--- config.mk ---
export PLATFORM = sky130hd
export DESIGN_NAME = inst_fetch_unit
export DESIGN_NICKNAME = d
export VERILOG_FILES = /design/src/rtl/fetch_pkg.sv /design/src/rtl/fetch_fifo.sv /design/src/rtl/inst_fetch_unit.sv
export SDC_FILE = /design/constraint.sdc
export NUM_CORES = 1
export LEC_CHECK = 0
export CAP_MARGIN = 25
export CELL_PAD_IN_SITES_DETAIL_PLACEMENT = 1
export CELL_PAD_IN_SITES_GLOBAL_PLACEMENT = 1
export CORE_MARGIN = 2
export CORE_UTILIZATION = 30
export CTS_BUF_LIST = sky130_fd_sc_hd__clkbuf_16
export CTS_CLUSTER_DIAMETER = 100
export CTS_CLUSTER_SIZE = 30
export DETAILED_ROUTE_END_ITERATION = 8
export PLACE_DENSITY_LB_ADDON = 0.1
export SETUP_SLACK_MARGIN = 0.1
export SYNTH_ARGS = -nofsm -noshare
export SYNTH_HDL_FRONTEND = slang
export SYNTH_HIERARCHICAL = 1
export SYNTH_SLANG_ARGS = --single-unit
--- constraint.sdc ---
create_clock -name clk -period 8.9 [get_ports clk]
set_clock_uncertainty 0.2 [all_clocks]
set_input_delay 2.225 -clock clk [delete_from_list [all_inputs] [get_ports clk]]
set_output_delay 2.225 -clock clk [all_outputs]
set_load 0.01 [all_outputs]
--- src/rtl/fetch_pkg.sv ---
// Shared types for the instruction fetch unit: fetch FSM states,
// well-known code addresses and the {pc, data} prefetch entry.
package fetch_pkg;

    typedef enum logic {
        FETCH = 1'b0,
        HALT  = 1'b1
    } fetch_state_e;

    localparam logic [31:0] BOOT_PC   = 32'h0000_0000;
    localparam logic [31:0] TEXT_BASE = 32'h0040_0000;

    typedef struct packed {
        logic [31:0] pc;
        logic [31:0] data;
    } fetch_entry_t;

endpackage

--- src/rtl/fetch_fifo.sv ---
// Prefetch FIFO: DEPTH x 64-bit entries with the head read from registers.
// Ports: clk, reset, push_i, pop_i, flush_i, din_i -> full_o, empty_o, head_o.
module fetch_fifo
    import fetch_pkg::*;
#(
    parameter int DEPTH = 2
) (
    input  logic         clk,
    input  logic         reset,
    input  logic         push_i,
    input  logic         pop_i,
    input  logic         flush_i,
    input  fetch_entry_t din_i,
    output logic         full_o,
    output logic         empty_o,
    output fetch_entry_t head_o
);

    localparam int AW = (DEPTH > 1) ? $clog2(DEPTH) : 1;
    localparam int CW = $clog2(DEPTH) + 1;

    fetch_entry_t   mem_q [DEPTH];
    logic [AW-1:0]  wr_q, wr_d;
    logic [AW-1:0]  rd_q, rd_d;
    logic [CW-1:0]  cnt_q, cnt_d;
    logic           do_push;
    logic           do_pop;

    assign full_o  = (cnt_q == CW'(DEPTH));
    assign empty_o = (cnt_q == '0);
    assign head_o  = mem_q[rd_q];

    // A push into a full FIFO is legal when the head leaves the same cycle.
    assign do_pop  = pop_i && !empty_o;
    assign do_push = push_i && (!full_o || do_pop);

    always_comb begin
        wr_d  = wr_q;
        rd_d  = rd_q;
        cnt_d = cnt_q;
        if (do_push) begin
            wr_d = wr_q + 1'b1;
        end
        if (do_pop) begin
            rd_d = rd_q + 1'b1;
        end
        cnt_d = cnt_q + CW'(do_push) - CW'(do_pop);
    end

    always_ff @(posedge clk) begin
        if (reset || flush_i) begin
            wr_q  <= '0;
            rd_q  <= '0;
            cnt_q <= '0;
        end else begin
            wr_q  <= wr_d;
            rd_q  <= rd_d;
            cnt_q <= cnt_d;
        end
    end

    always_ff @(posedge clk) begin
        if (do_push && !flush_i) begin
            mem_q[wr_q] <= din_i;
        end
    end

endmodule

--- src/rtl/inst_fetch_unit.sv ---
// Instruction fetch: drives the ROM address, buffers {pc, word} pairs and
// hands them to decode over valid/ready; redirects flush, bad fetches halt.
// Ports: clk, reset, rom_addr/rom_data/rom_accessable (ROM side),
// redirect_valid/redirect_pc, inst_valid/inst_ready/inst_data/inst_pc,
// fault/fault_pc.
module inst_fetch_unit
    import fetch_pkg::*;
#(
    parameter logic [31:0] RESET_PC = BOOT_PC,
    parameter int          DEPTH    = 2
) (
    input  logic        clk,
    input  logic        reset,
    output logic [31:0] rom_addr,
    input  logic [31:0] rom_data,
    input  logic        rom_accessable,
    input  logic        redirect_valid,
    input  logic [31:0] redirect_pc,
    output logic        inst_valid,
    input  logic        inst_ready,
    output logic [31:0] inst_data,
    output logic [31:0] inst_pc,
    output logic        fault,
    output logic [31:0] fault_pc
);

    fetch_state_e state_q;
    logic [31:0]  pc_q;
    logic [31:0]  pc_inc;
    logic         fault_q;
    logic [31:0]  fault_pc_q;

    logic         fifo_full;
    logic         fifo_empty;
    fetch_entry_t fifo_head;
    fetch_entry_t fifo_din;
    logic         pop;
    logic         can_fetch;
    logic         push;

    assign inst_valid = !fifo_empty;
    assign inst_pc    = inst_valid ? fifo_head.pc   : 32'h0;
    assign inst_data  = inst_valid ? fifo_head.data : 32'h0;
    assign rom_addr   = pc_q;
    assign fault      = fault_q;
    assign fault_pc   = fault_pc_q;

    assign pc_inc    = pc_q + 32'd4;
    assign pop       = inst_valid && inst_ready;
    assign can_fetch = (state_q == FETCH) && (!fifo_full || pop);
    // A redirect flushes, so anything fetched alongside it is dropped.
    assign push      = can_fetch && rom_accessable && !redirect_valid;

    assign fifo_din.pc   = pc_q;
    assign fifo_din.data = rom_data;

    fetch_fifo #(
        .DEPTH (DEPTH)
    ) u_fifo (
        .clk     (clk),
        .reset   (reset),
        .push_i  (push),
        .pop_i   (pop),
        .flush_i (redirect_valid),
        .din_i   (fifo_din),
        .full_o  (fifo_full),
        .empty_o (fifo_empty),
        .head_o  (fifo_head)
    );

    always_ff @(posedge clk) begin
        if (reset) begin
            state_q    <= FETCH;
            pc_q       <= RESET_PC;
            fault_q    <= 1'b0;
            fault_pc_q <= 32'h0;
        end else if (redirect_valid) begin
            state_q <= FETCH;
            pc_q    <= redirect_pc;
            fault_q <= 1'b0;
        end else if (can_fetch) begin
            if (rom_accessable) begin
                pc_q <= pc_inc;
            end else begin
                state_q    <= HALT;
                fault_q    <= 1'b1;
                fault_pc_q <= pc_q;
            end
        end
    end

endmodule

==> impl_metrics.json <==
{
  "outcome": "finished, final reports clean",
  "synth_seq_cells": 198,
  "core_mm2": 0.02793,
  "placed_cells": 1215,
  "async_flop_share_pct": 0,
  "peakVddDrop_mv": 0.1116,
  "via_per_inst": 4.879,
  "final_cells": 1247,
  "slew_headroom_pct": 34.76,
  "power_density_mw_per_mm2": 171.1,
  "finalCriticalPeriod_ps": 5241,
  "stdcell_area_mm2": 0.01149,
  "netlist_instances": 672,
  "synth_common_cells": "edfxtp_1, dfxtp_1, nor2_1, nor2b_1, mux2_2",
  "ys_warn_count": 6,
  "grt_pass1_vias": 6610,
  "synthTopCellsByArea": "edfxtp_1, dfxtp_1, mux2_2",
  "ys_types": 57,
  "cts_resized": 0,
  "nNetsFinal": 927,
  "ios": 199,
  "cts_setup_buffers": 0,
  "synthesis.area_mm2": 0.008541,
  "overflow": 0,
  "dr.pass1.iters": 6,
  "synth_most_common_cell": "edfxtp_1",
  "clk_transition_reported_paths_ps": 80,
  "drv_slew": 0,
  "clk_latency_ps": 440,
  "layout_setup_ws_ps": 3659,
  "drt_wl_total_um": 24320,
  "required_ps": 8760,
  "grt_usage_pct": 16.36,
  "drive_above_1_share_pct": 13.46,
  "h-tree-depth": 4,
  "antenna_found_initial": 0,
  "timing.fmax_mhz": 190.8,
  "crit_fanout": 64,
  "startpoint_type": "input port",
  "synth_top_cell_area_share_pct": 45.00,
  "rsz0062_at_grt": "false",
  "path_class": "input port to register",
  "vias": 6084,
  "hold_buffers": 0,
  "start_util_pct": 30.57,
  "dp_hpwl_um": 16280,
  "ys.flop_type": "edfxtp_1",
  "routabilityCongestion": 0.7519,
  "p_leak_nw": 3.719,
  "grt_max_degree": 80,
  "die_h_um": 172.7,
  "hold_viol": 0,
  "use_met1_pct": 21.85,
  "cts_tree": "built",
  "syn-num-nets": 743,
  "setup_viol": 0,
  "ys_seq_area_share_pct": 61.41,
  "r2r_setup_slack_ps": 5170,
  "tightest_slew_ps": 977.6,
  "diodes": 0,
  "fin_tns_setup_ps": 0,
  "hold_class": "register to register",
  "synth_edf_count": 128,
  "clkSinkCount": 198,
  "syn_to_final_growth_pct": 34.54,
  "drc": 0,
  "avgSynthCellArea_um2": 12.71,
  "die-area_mm2": 0.02983,
  "cts_inserted_buffers": 17,
  "gr-usage-met2_pct": 26.96,
  "die_x_um": 172.7,
  "pre_cts_ws_ps": 3181,
  "place_area_mm2": 0.01089,
  "cts.path.max_buffers": 2,
  "port_buffers": 198,
  "drtIter0Drc": 281,
  "crit_path_end_kind": "register",
  "wl_per_cell_um": 19.50,
  "yosys.area.top_type": "edfxtp_1",
  "grt_pass1_wl_um": 38110,
  "top_usage_layer": "met2",
  "met3_usage_pct": 3.650,
  "root_buffer": "clkbuf_16",
  "fp-row-count": 61,
  "arrival_ps": 5100,
  "post-route-period-util_pct": 58.89,
  "drt.antenna.violating_nets": 0,
  "cap_violations": 0
}
## cell type report
cell class | instances | area (um2)
repair buffers | 205 | 2024
well taps | 378 | 473.0
multi-input cells | 419 | 3089
inverters | 15 | 56.30
clock inverters | 15 | 173.9
flip-flops and latches | 198 | 5249
fillers | 2949 | 16440
clock buffers | 17 | 425.4
## power by group
part | switching (mW) | internal, mW | leakage (nW) | total, mW
sequential | 0.0363 | 1.00 | 1.74 | 1.04
combinational | 0.0699 | 0.0845 | 1.68 | 0.154
clock | 0.391 | 0.381 | 0.295 | 0.772
total | 0.497 | 1.47 | 3.72 | 1.97
## stage by stage
stage | util (%) | power (mW) | hold WS, ps
after CTS | 41.14 | 1.996 | 311.0
after global routing | 41.14 | 2.045 | 339.3
after floorplan | - | 1.116 | 254.6
after global placement | 38.99 | 1.212 | 275.7
final | 41.14 | 1.966 | 297.9
after detailed placement | 38.99 | 1.218 | 287.0
## cell usage in the layout (no fill, tap or decap), types with 7 or more instances in the layout
cell / instances
clkdlybuf4s50_1: 196
edfxtp_1: 128
nor2b_1: 69
dfxtp_1: 69
nor2_1: 68
mux2_2: 64
mux2i_1: 35
nand2_1: 21
clkbuf_16: 17
inv_1: 14
a311oi_1: 12
nor4_1: 10
nand3_1: 10
or4_1: 10
or3_1: 9
nand4_1: 8
o31ai_1: 8
o21ai_0: 7
buf_4: 7
## cells by family (layout without fill, tap and decap cells)
kind of cell / Yosys count / in the layout / share of synthesized area, %
DFF: 198 / 198 / 61.41
buffers and inverters: 55 / 252 / 2.695
AOI/OAI and AO/OA: 73 / 73 / 7.032
and+or+nand+nor: 240 / 240 / 15.51
xor gates and xnor gates: 5 / 5 / 0.5128
muxes: 99 / 99 / 12.54
adders and majority gates: 2 / 2 / 0.2930
## per-layer routing
layer | routed length [um] | part of all wire [%]
met1 | 11360 | 47
met4 | 301 | 1.2
met5 | 0 | 0
met3 | 1128 | 4.6
met2 | 11520 | 47
## worst max-delay path, stage by stage
cell	delay, ps
clkdlybuf4s50_1	570
and2b_1	250
o21ai_1	280
nor2_1	390
o21ai_0	350
nor3b_4	240
buf_4	710
## final timing paths
path	start	cells after the start	end
setup / recovery	rom_accessable	7	u_fifo/mem_q[1][48]$_DFFE_PP_
hold / removal	fault_pc[10]$_SDFFE_PP0P_	2	fault_pc[10]$_SDFFE_PP0P_
setup reg to reg	u_fifo/cnt_q[1]$_SDFF_PP0_	12	u_fifo/cnt_q[1]$_SDFF_PP0_
hold reg to reg	fault_pc[10]$_SDFFE_PP0P_	2	fault_pc[10]$_SDFFE_PP0P_
## state kept, by name (all words and copies together), names as in the netlist, named ones only
signal	cells
u_fifo/rd_q	1
fault_pc	32
u_fifo/wr_q	1
u_fifo/cnt_q	2
fault	1
u_fifo/mem_q	128
rom_addr	32
(Power assumes the default switching activity.)
